==> config.mk <==
export PLATFORM = sky130hd
export DESIGN_NAME = demux8_tdm_rx
export DESIGN_NICKNAME = d
export VERILOG_FILES = /design/src/rtl/demux8_tdm_rx.sv
export SDC_FILE = /design/constraint.sdc
export NUM_CORES = 1
export LEC_CHECK = 0
export ABC_AREA = 1
export CAP_MARGIN = 5
export CORE_MARGIN = 4
export CORE_UTILIZATION = 46
export DETAILED_ROUTE_END_ITERATION = 7
export PLACE_DENSITY = 0.78
export SLEW_MARGIN = 20
export SYNTH_ARGS = -nofsm -noshare
export SYNTH_HDL_FRONTEND = slang
export SYNTH_SLANG_ARGS = --single-unit
==> constraint.sdc <==
create_clock -name clk -period 2.5 [get_ports clk]
set_input_delay 0.625 -clock clk [delete_from_list [all_inputs] [get_ports clk]]
set_output_delay 0.625 -clock clk [all_outputs]
set_load 0.02 [all_outputs]
==> src/rtl/demux8_tdm_rx.sv <==
`timescale 1ns/1ps
`default_nettype none
// ============================================================================
// Module   : demux8_tdm_rx
// Brief    : 8-slot serial TDM receiver; slot 0 marked by frame sync, optional
//            even-parity slot when DEMUX_PARITY_EN is defined.
// Revision : 1.0 - initial release
// ============================================================================
module demux8_tdm_rx #(
  parameter logic SYNC_ACTIVE = 1'b1
) (
  input  logic       clk,
  input  logic       rst_n,
  input  logic       d,
  input  logic       s,
  input  logic       en,
  output logic [7:0] y,
  output logic       valid,
  output logic [2:0] slot,
  output logic       err
);

`ifdef DEMUX_PARITY_EN
  typedef enum logic [1:0] {
    ST_IDLE = 2'd0,
    ST_RUN  = 2'd1,
    ST_PAR  = 2'd2
  } state_t;
`else
  typedef enum logic [1:0] {
    ST_IDLE = 2'd0,
    ST_RUN  = 2'd1
  } state_t;
`endif

  state_t     r_state, w_state_nxt;
  logic [2:0] r_slot, w_slot_nxt;
  logic [7:0] r_buf, w_buf_nxt;
  logic [7:0] r_y, w_y_nxt;
  logic       r_valid, w_valid_nxt;
  logic       r_err, w_err_nxt;
  logic       w_sync;
  logic       w_last;

  assign w_sync = (s == SYNC_ACTIVE);
  assign w_last = (r_slot == 3'd7);

  always_ff @(posedge clk or negedge rst_n) begin
    if (!rst_n) begin
      r_state <= ST_IDLE;
      r_slot  <= 3'd0;
      r_buf   <= 8'h00;
      r_y     <= 8'h00;
      r_valid <= 1'b0;
      r_err   <= 1'b0;
    end else begin
      r_state <= w_state_nxt;
      r_slot  <= w_slot_nxt;
      r_buf   <= w_buf_nxt;
      r_y     <= w_y_nxt;
      r_valid <= w_valid_nxt;
      r_err   <= w_err_nxt;
    end
  end

  always_comb begin
    w_state_nxt = r_state;
    w_slot_nxt  = r_slot;
    w_buf_nxt   = r_buf;
    w_y_nxt     = r_y;
    w_valid_nxt = 1'b0;
    w_err_nxt   = 1'b0;
    if (en) begin
      case (r_state)
        ST_IDLE: begin
          if (w_sync) begin
            w_buf_nxt   = {7'd0, d};
            w_slot_nxt  = 3'd1;
            w_state_nxt = ST_RUN;
          end
        end
        ST_RUN: begin
          if (w_sync) begin
            // Sync inside a frame: drop the partial frame and treat d as slot 0
            w_err_nxt  = 1'b1;
            w_buf_nxt  = {7'd0, d};
            w_slot_nxt = 3'd1;
          end else begin
            w_buf_nxt[r_slot] = d;
            if (w_last) begin
              w_slot_nxt = 3'd0;
`ifdef DEMUX_PARITY_EN
              w_state_nxt = ST_PAR;
`else
              w_y_nxt     = {d, r_buf[6:0]};
              w_valid_nxt = 1'b1;
              w_state_nxt = ST_IDLE;
`endif
            end else begin
              w_slot_nxt = r_slot + 3'd1;
            end
          end
        end
`ifdef DEMUX_PARITY_EN
        ST_PAR: begin
          if (w_sync) begin
            w_err_nxt   = 1'b1;
            w_buf_nxt   = {7'd0, d};
            w_slot_nxt  = 3'd1;
            w_state_nxt = ST_RUN;
          end else begin
            // Even parity: data bits plus parity bit must XOR to zero
            if ((^r_buf ^ d) == 1'b0) begin
              w_y_nxt     = r_buf;
              w_valid_nxt = 1'b1;
            end else begin
              w_err_nxt = 1'b1;
            end
            w_slot_nxt  = 3'd0;
            w_state_nxt = ST_IDLE;
          end
        end
`endif
        default: begin
          w_state_nxt = ST_IDLE;
          w_slot_nxt  = 3'd0;
        end
      endcase
    end
  end

  assign y     = r_y;
  assign valid = r_valid;
  assign slot  = r_slot;
  assign err   = r_err;

endmodule
`default_nettype wire

==> impl_metrics.toml, run 1 <==
[routing]
ant_nets = 0
wire_per_inst_um = 11.77
viasPerCell = 4.929
drc_errors = 0
first_pass_iters = 4
drt_iter0_drc = 14
wirelength_um = 1812
vias = 759

[layout]
drive_above_1_share = 0.1260
insertedDiodeCount = 0
finalInstanceArea_sq_um = 1207
layout.nets = 136
area_growth_pct = 23.09
fin_cells = 154
final_common_cell = "dfrtp_1"
final_util = 0.6031
num-fill-cells = 199
final_cell_mix = "dfrtp_1, nand2_1, inv_1, clkdlybuf4s50_1, o21ai_0"

[worst_setup_path]
critPathMaxFanout = 8
critPathArrivalTime_ns = 1.47
crit_path_cell_trace = "clkdlybuf4s50_1"
startpoint = "slot[0]"
path_buf_inv = 1
crit_path_end_kind = "output port"
regToRegSetupSlack_ns = 1.07
critical-path-top-delay-family = "buffers and inverters"
reg2reg_from = "slot[0]"
worst_r2r_path_depth = 6
slowest_stage = "clkdlybuf4s50_1"
cp.depth = 1
r2r_end = "y[1]"
crit_end = "slot[0]"
start_kind = "flop"
crit_type = "flop to output port"
worstPathRequired_ns = 1.88
critPathMaxStageDelay_ns = 0.66

[place]
port_buffers = 17
place_inst = 150
gp_congestion = 0.8509
hpwlAfterDp_um = 1414
placed_area_sq_um = 1181

[logic_synthesis]
ys_seq_area_frac = 0.5357
yosys_warnings = 0
syn_nets = 114
avgSynthCellArea_sq_um = 9.254
synth_area_sq_um = 980.9
synth-seq-cells = 21
yosys.area.top_type = "dfrtp_1"
yosysUniqueCellTypes = 14
synth_area_leaders = "dfrtp_1, nand2_1, inv_1"
syn_inst = 106
yosysTopAreaCellShare = 0.5357

[clock_tree]
hold_buffers = 0
htreeDepth = 1
clk_path_buf_depth = 2
insertion_delay_ns = 0.30
postCtsSetupRepairBufs = 0
cts_sinks = 21
cts_tree = "yes"
cts_resized = 0
numCtsBuffers = 3
root_buffer = "clkbuf_4"
path_clk_slew_ns = 0.11

[sta]
slew_viol_final = 0
hold_viol_final = 0
fmax_mhz = 477.2
rsz0062_at_grt = "no"
fin_worst_skew_ns = 0.003964
tns_ns = 0
worst_slew_pin_slew_ns = 0.2708
period_needed_ns = 2.095
final.period_utilization = 0.8382
finalSetupViolCount = 0
slew_headroom = 0.8195

[floorplanning]
die_x_um = 54.18
die_height_um = 54.18
pin_count = 18
core-area_sq_um = 2002
start_util = 0.4900
dieArea_sq_um = 2935
rows = 16

[min_path]
hp-class = "flop to flop"
hp-start = "y[1]"

[grt]
grt-ovfl-total = 0
grt_pass1_wl_um = 3291
grt_pass1_vias = 775
antenna_found_initial = 0
grt.total_usage = 0.1583
grt_max_degree = 22

[pwr]
powerDensity_nw_per_um2 = 672.5
leakagePower_nw = 0.5860
peakVddDrop_mv = 0.3615

[run_status]
outcome = "finished clean"

[flow_run]
max_cap_viol_count = 0
-- final cells by class --
cell class / instances / area (sq um) / share of cell area
Multi-Input combinational cell: 67 / 380.4 / 0.3150
Clock buffer: 4 / 26.28 / 0.02176
Tap cell: 27 / 33.78 / 0.02798
Sequential cell: 21 / 525.5 / 0.4352
Inverter: 17 / 63.81 / 0.05285
Timing Repair Buffer: 18 / 177.7 / 0.1471
-- power by group --
group / leakage, nW / total [mW] / switching, mW / internal (mW)
clock: 0.0150 / 0.157 / 0.0946 / 0.0623
sequential: 0.274 / 0.418 / 0.0349 / 0.383
combinational: 0.297 / 0.237 / 0.132 / 0.105
-- layer usage --
layer	GRT usage	wire, um	vias to the layer above
met3	0.04709	113	4
met1	0.1885	832	348
met5	0	0	-
li1	-	-	386
met2	0.2590	840	21
met4	0.07469	26	0
-- cell families (layout without fill, tap and decap cells) --
logic type / Yosys count / after routing / synth area share
buffers and inverters: 18 / 39 / 0.07653
AOI/OAI and AO/OA: 21 / 21 / 0.1390
DFF: 21 / 21 / 0.5357
adders and majority gates: 3 / 3 / 0.03827
and+or+nand+nor: 43 / 43 / 0.2105
-- worst min-delay path by stage --
stage / endpoint / slack, ns / depth (start not counted)
floorplan: err / 0.33 / 0
global placement: y[7] / 0.47 / 2
detailed placement: y[1] / 0.46 / 2
CTS: y[1] / 0.49 / 2
global route: y[2] / 0.53 / 2
finish: y[1] / 0.49 / 2
-- Yosys cell counts --
cell type	count
ha_1	3
dfrtp_1	21
a22oi_1	2
buf_6	1
nand2_1	18
nand4_1	3
nor2_1	9
nand2_2	2
o21ai_2	7
o21ai_0	12
inv_1	17
nor2_4	1
nand2_4	2
nand3_1	8
-- sequential cells by signal, indices dropped and copies added (netlist names) --
register  count
err           1
r_state       1
r_buf         7
valid         1
y             8
slot          3
-- stage by stage --
stage / setup WS [ns] / power [mW] / hold WS [ns]
2_1_floorplan: 1.121 / 0.5556 / 0.3294
3_3_place_gp: 0.6093 / 0.6589 / 0.4659
3_5_place_dp: 0.5570 / 0.6651 / 0.4640
4_1_cts: 0.3959 / 0.8254 / 0.4928
5_1_grt: 0.3423 / 0.8726 / 0.5313
6_report: 0.4046 / 0.8120 / 0.4919
No activity file was read; power rests on OpenSTA's default activity.
==> run 2, diff against run 1 <==
--- a/config.mk
+++ b/config.mk
@@ -8,9 +8,9 @@
 export ABC_AREA = 1
 export CAP_MARGIN = 5
 export CORE_MARGIN = 4
-export CORE_UTILIZATION = 46
+export CORE_UTILIZATION = 45
 export DETAILED_ROUTE_END_ITERATION = 7
-export PLACE_DENSITY = 0.78
+export PLACE_DENSITY = 0.79
 export SLEW_MARGIN = 20
 export SYNTH_ARGS = -nofsm -noshare
 export SYNTH_HDL_FRONTEND = slang
==> constraint.sdc (replaced) <==
create_clock -name clk -period 1.8 [get_ports clk]
set_input_delay 0.45 -clock clk [delete_from_list [all_inputs] [get_ports clk]]
set_output_delay 0.45 -clock clk [all_outputs]
set_load 0.02 [all_outputs]
==> impl_metrics.toml, run 2 (same netlist as run 1, synthesis figures left out) <==
[sta]
tns_ns = 0
final.period_utilization = 0.9580
fmax_mhz = 579.9
rsz0062_at_grt = "no"
setup_ws_ns = 0.07569
hold_viol_final = 0
fin_worst_skew_ns = 0.005691
slew_headroom = 0.8249
worst_slew_pin_slew_ns = 0.2627
whs_ns = 0.4886
period_needed_ns = 1.724
slew_viol_final = 0
finalSetupViolCount = 0

[floorplanning]
core-area_sq_um = 2022
start_util = 0.4851
rows = 16
pin_count = 18
die_x_um = 54.69
dieArea_sq_um = 2991
die_height_um = 54.69

[clock_tree]
hold_buffers = 0
htreeDepth = 1
cts_sinks = 21
insertion_delay_ns = 0.29
root_buffer = "clkbuf_4"
clk_path_buf_depth = 2
path_clk_slew_ns = 0.11
cts_tree = "yes"
numCtsBuffers = 3

[routing]
first_pass_iters = 4
wire_per_inst_um = 11.29
drt_iter0_drc = 17
vias = 752
ant_nets = 0
wirelength_um = 1761
drc_errors = 0
viasPerCell = 4.821

[run_status]
outcome = "finished clean"

[place]
port_buffers = 17
gp_congestion = 0.9111
hpwlAfterDp_um = 1346
preCtsSetupSlack_ns = 0.04242

[grt]
grt_max_degree = 22
grt_pass1_wl_um = 2939
grt-ovfl-total = 0
grt.total_usage = 0.1352
antenna_found_initial = 0
grt_pass1_vias = 695

[layout]
area_growth_pct = 24.23
drive_above_1_share = 0.1395
layout.nets = 138
final_util = 0.6027
final_cell_mix = "dfrtp_1, nand2_1, inv_1"
final_common_cell = "dfrtp_1"
insertedDiodeCount = 0
largest_register_ff_count = 8

[worst_setup_path]
critPathMaxFanout = 2
startpoint = "y[6]"
crit_type = "flop to output port"
critical-path-top-delay-family = "buffers and inverters"
worstPathRequired_ns = 1.35
critPathMaxStageDelay_ns = 0.61
start_kind = "flop"
crit_path_end_kind = "output port"
crit_path_cell_trace = "clkdlybuf4s50_1"
path_buf_inv = 1
slowest_stage = "clkdlybuf4s50_1"
critPathArrivalTime_ns = 1.27
reg2reg_from = "slot[0]"

[min_path]
hp-class = "input port to asynchronous set/reset pin"

[pwr]
powerDensity_nw_per_um2 = 918.1
total_power_mw = 1.119
leakagePower_nw = 0.6025
peakVddDrop_mv = 0.5300

[flow_run]
max_cap_viol_count = 0
-- run 2: cell count changes in the layout (fill, tap and decap cells not counted) --
cell	previous run	this run
clkdlybuf4s50_1	17	14
dlygate4sd2_1	0	3
buf_4	1	3
-- run 2: power breakdown --
| group | internal (mW) | total, mW | switching, mW |
|---|---|---|---|
| combinational | 0.143 | 0.330 | 0.186 |
| clock | 0.0859 | 0.215 | 0.129 |
| sequential | 0.532 | 0.574 | 0.0422 |
-- run 2: layout make-up --
class | instances | area [sq um]
clock buffer | 4 | 26.28
fill | 180 | 803.3
inverter | 17 | 63.81
multi-input combinational | 67 | 380.4
sequential | 21 | 525.5
tap | 27 | 33.78
timing repair buffer | 20 | 188.9
-- run 2: what timing repair did --
action | CTS | global route
setup endpoints to repair | 3 | 0
buffers inserted | 0 | 0
resized for setup | 3 | 0
-- run 2: path summary, 6_finish.rpt --
| path | end | slack, ns | depth (start not counted) |
|---|---|---|---|
| worst max-delay path | y[6] | 0.08 | 1 |
| max in group asynchronous | valid | 1.09 | 2 |
| worst max register to register | y[1] | 0.25 | 7 |
| worst min register to register | y[1] | 0.49 | 2 |
| worst min-delay path | r_buf[4] | 0.49 | 2 |
| min in group clk | y[1] | 0.49 | 2 |
-- run 2: through the flow --
step                      instances  cell area, sq um
after floorplan                 106             980.9
after global placement          152              1196
after detailed placement        152              1196
after CTS                       156              1219
after global routing            156              1219
final                           156              1219
-- run 2: per-layer routing --
layer / GRT usage / share of wire / wire length [um]
met1: 0.1856 / 0.51 / 893
met2: 0.2028 / 0.43 / 752
met3: 0.03542 / 0.063 / 111
met4: 0.04979 / 0.0023 / 4
met5: 0 / 0 / 0
==> run 3, diff against run 2 <==
--- a/config.mk
+++ b/config.mk
@@ -10,8 +10,8 @@
 export CORE_MARGIN = 4
 export CORE_UTILIZATION = 45
 export DETAILED_ROUTE_END_ITERATION = 7
+export GPL_TIMING_DRIVEN = 0
 export PLACE_DENSITY = 0.79
-export SLEW_MARGIN = 20
 export SYNTH_ARGS = -nofsm -noshare
 export SYNTH_HDL_FRONTEND = slang
 export SYNTH_SLANG_ARGS = --single-unit
==> impl_metrics.toml, run 3 (same netlist as run 1, synthesis figures left out) <==
[flow_run]
max_cap_viol_count = 0

[sta]
hold_viol_final = 0
tns_ns = 0
final.period_utilization = 0.9510
period_needed_ns = 1.712
fin_worst_skew_ns = 0.008763
slew_headroom = 0.4011
slew_viol_final = 0
worst_slew_pin_slew_ns = 0.8955
fmax_mhz = 584.2
rsz0062_at_grt = "no"
finalSetupViolCount = 0

[floorplanning]
die_height_um = 54.69
start_util = 0.4851
pin_count = 18
core-area_sq_um = 2022
die_x_um = 54.69
dieArea_sq_um = 2991
rows = 16

[routing]
drc_errors = 0
ant_nets = 0
vias = 755
first_pass_iters = 4
drt_iter0_drc = 5
wirelength_um = 1683
viasPerCell = 4.903
wire_per_inst_um = 10.93

[layout]
insertedDiodeCount = 0
final_common_cell = "dfrtp_1"
num-fill-cells = 190
fin_cells = 154
final_cell_mix = "dfrtp_1, nand2_1, inv_1"
area_growth_pct = 23.85
layout.nets = 136
largest_register_ff_count = 8
drive_above_1_share = 0.1260

[clock_tree]
root_buffer = "clkbuf_4"
cts_sinks = 21
postCtsSetupRepairBufs = 0
path_clk_slew_ns = 0.11
clk_path_buf_depth = 2
insertion_delay_ns = 0.30
numCtsBuffers = 3
cts_tree = "yes"
htreeDepth = 1

[worst_setup_path]
crit_path_cell_trace = "clkdlybuf4s50_1"
critPathMaxFanout = 2
slowest_stage = "clkdlybuf4s50_1"
cp.depth = 1
reg2reg_from = "slot[0]"
start_kind = "flop"
worstPathRequired_ns = 1.35
regToRegSetupSlack_ns = 0.36
critPathArrivalTime_ns = 1.26
worst_r2r_path_depth = 6
path_buf_inv = 1
startpoint = "y[4]"
critPathMaxStageDelay_ns = 0.60
crit_path_end_kind = "output port"
crit_type = "flop to output port"
crit_end = "y[4]"
critical-path-top-delay-family = "buffers and inverters"
r2r_end = "y[1]"

[pwr]
peakVddDrop_mv = 0.5798
leakagePower_nw = 0.6442
total_power_mw = 1.117
powerDensity_nw_per_um2 = 919.8

[min_path]
hp-start = "y[0]"
hp-class = "flop to flop"

[place]
hpwlAfterDp_um = 1312
place_inst = 150
gp_congestion = 0.8723
port_buffers = 17

[grt]
grt_max_degree = 22
grt_pass1_wl_um = 3029
grt-ovfl-total = 0
grt.total_usage = 0.1431
antenna_found_initial = 0
grt_pass1_vias = 713

[run_status]
outcome = "finished clean"
-- run 3: cell types whose count changed in the layout (fill, tap and decap cells not counted) --
cell and change:
buf_4 -3, dlymetal6s2s_1 +3, clkdlybuf4s50_1 -3, buf_6 +1
-- run 3: through the flow --
stage / hold slack, ns / area, sq um / util / worst slack, ns
final: 0.4871 / 1215 / 0.6009 / 0.08821
after global routing: 0.5206 / 1215 / 0.6009 / 0.02940
after CTS: 0.4935 / 1207 / 0.5972 / 0.03764
after detailed placement: 0.4690 / 1185 / 0.5860 / 0.002636
after global placement: 0.4655 / 1185 / 0.5860 / 0.01202
after floorplan: 0.1544 / 980.9 / - / 0.4207
-- run 3: worst register-to-register path: stages, from the launching register on --
cell,delay (ns)
dfrtp_1,0.49
ha_1,0.27
ha_1,0.22
nand2_4,0.11
buf_6,0.17
nand2_1,0.06
nand2_1,0.06
-- run 3: routing by layer --
| metal | share of wire | track usage | up-vias |
|---|---|---|---|
| met5 | 0 | 0 | - |
| met4 | 0.014 | 0.06224 | 0 |
| met3 | 0.056 | 0.03270 | 2 |
| met2 | 0.46 | 0.2244 | 19 |
| met1 | 0.47 | 0.1870 | 346 |
| li1 | - | - | 388 |
-- run 3: what timing repair did --
item                                    in CTS  in global routing
gates cloned                                 0                  0
endpoints found under the setup margin       3                  3
resized for setup                            3                  3
pin swaps                                    0                  0
hold buffers                                 0                  0
-- run 3: final cells by class --
class | instances | area (sq um) | area share
Buffer | 1 | 11.26 | 0.009269
Clock buffer | 4 | 26.28 | 0.02163
Inverter | 17 | 63.81 | 0.05252
Multi-Input combinational cell | 67 | 380.4 | 0.3131
Sequential cell | 21 | 525.5 | 0.4325
Tap cell | 27 | 33.78 | 0.02781
Timing Repair Buffer | 17 | 173.9 | 0.1432
-- run 3: worst min-delay path by stage --
stage,to,slack [ns],cells past startpoint
2_1_floorplan,err,0.15,0
3_3_place_gp,y[3],0.47,2
3_5_place_dp,y[4],0.47,2
4_1_cts,y[0],0.49,2
5_1_grt,y[2],0.52,2
6_report,y[0],0.49,2
-- run 3: where the power goes --
part           total (mW)  internal, mW  switching, mW  leakage, nW
combinational       0.317         0.137          0.180        0.355
sequential          0.578         0.532         0.0458        0.274
clock               0.222        0.0864          0.136       0.0150
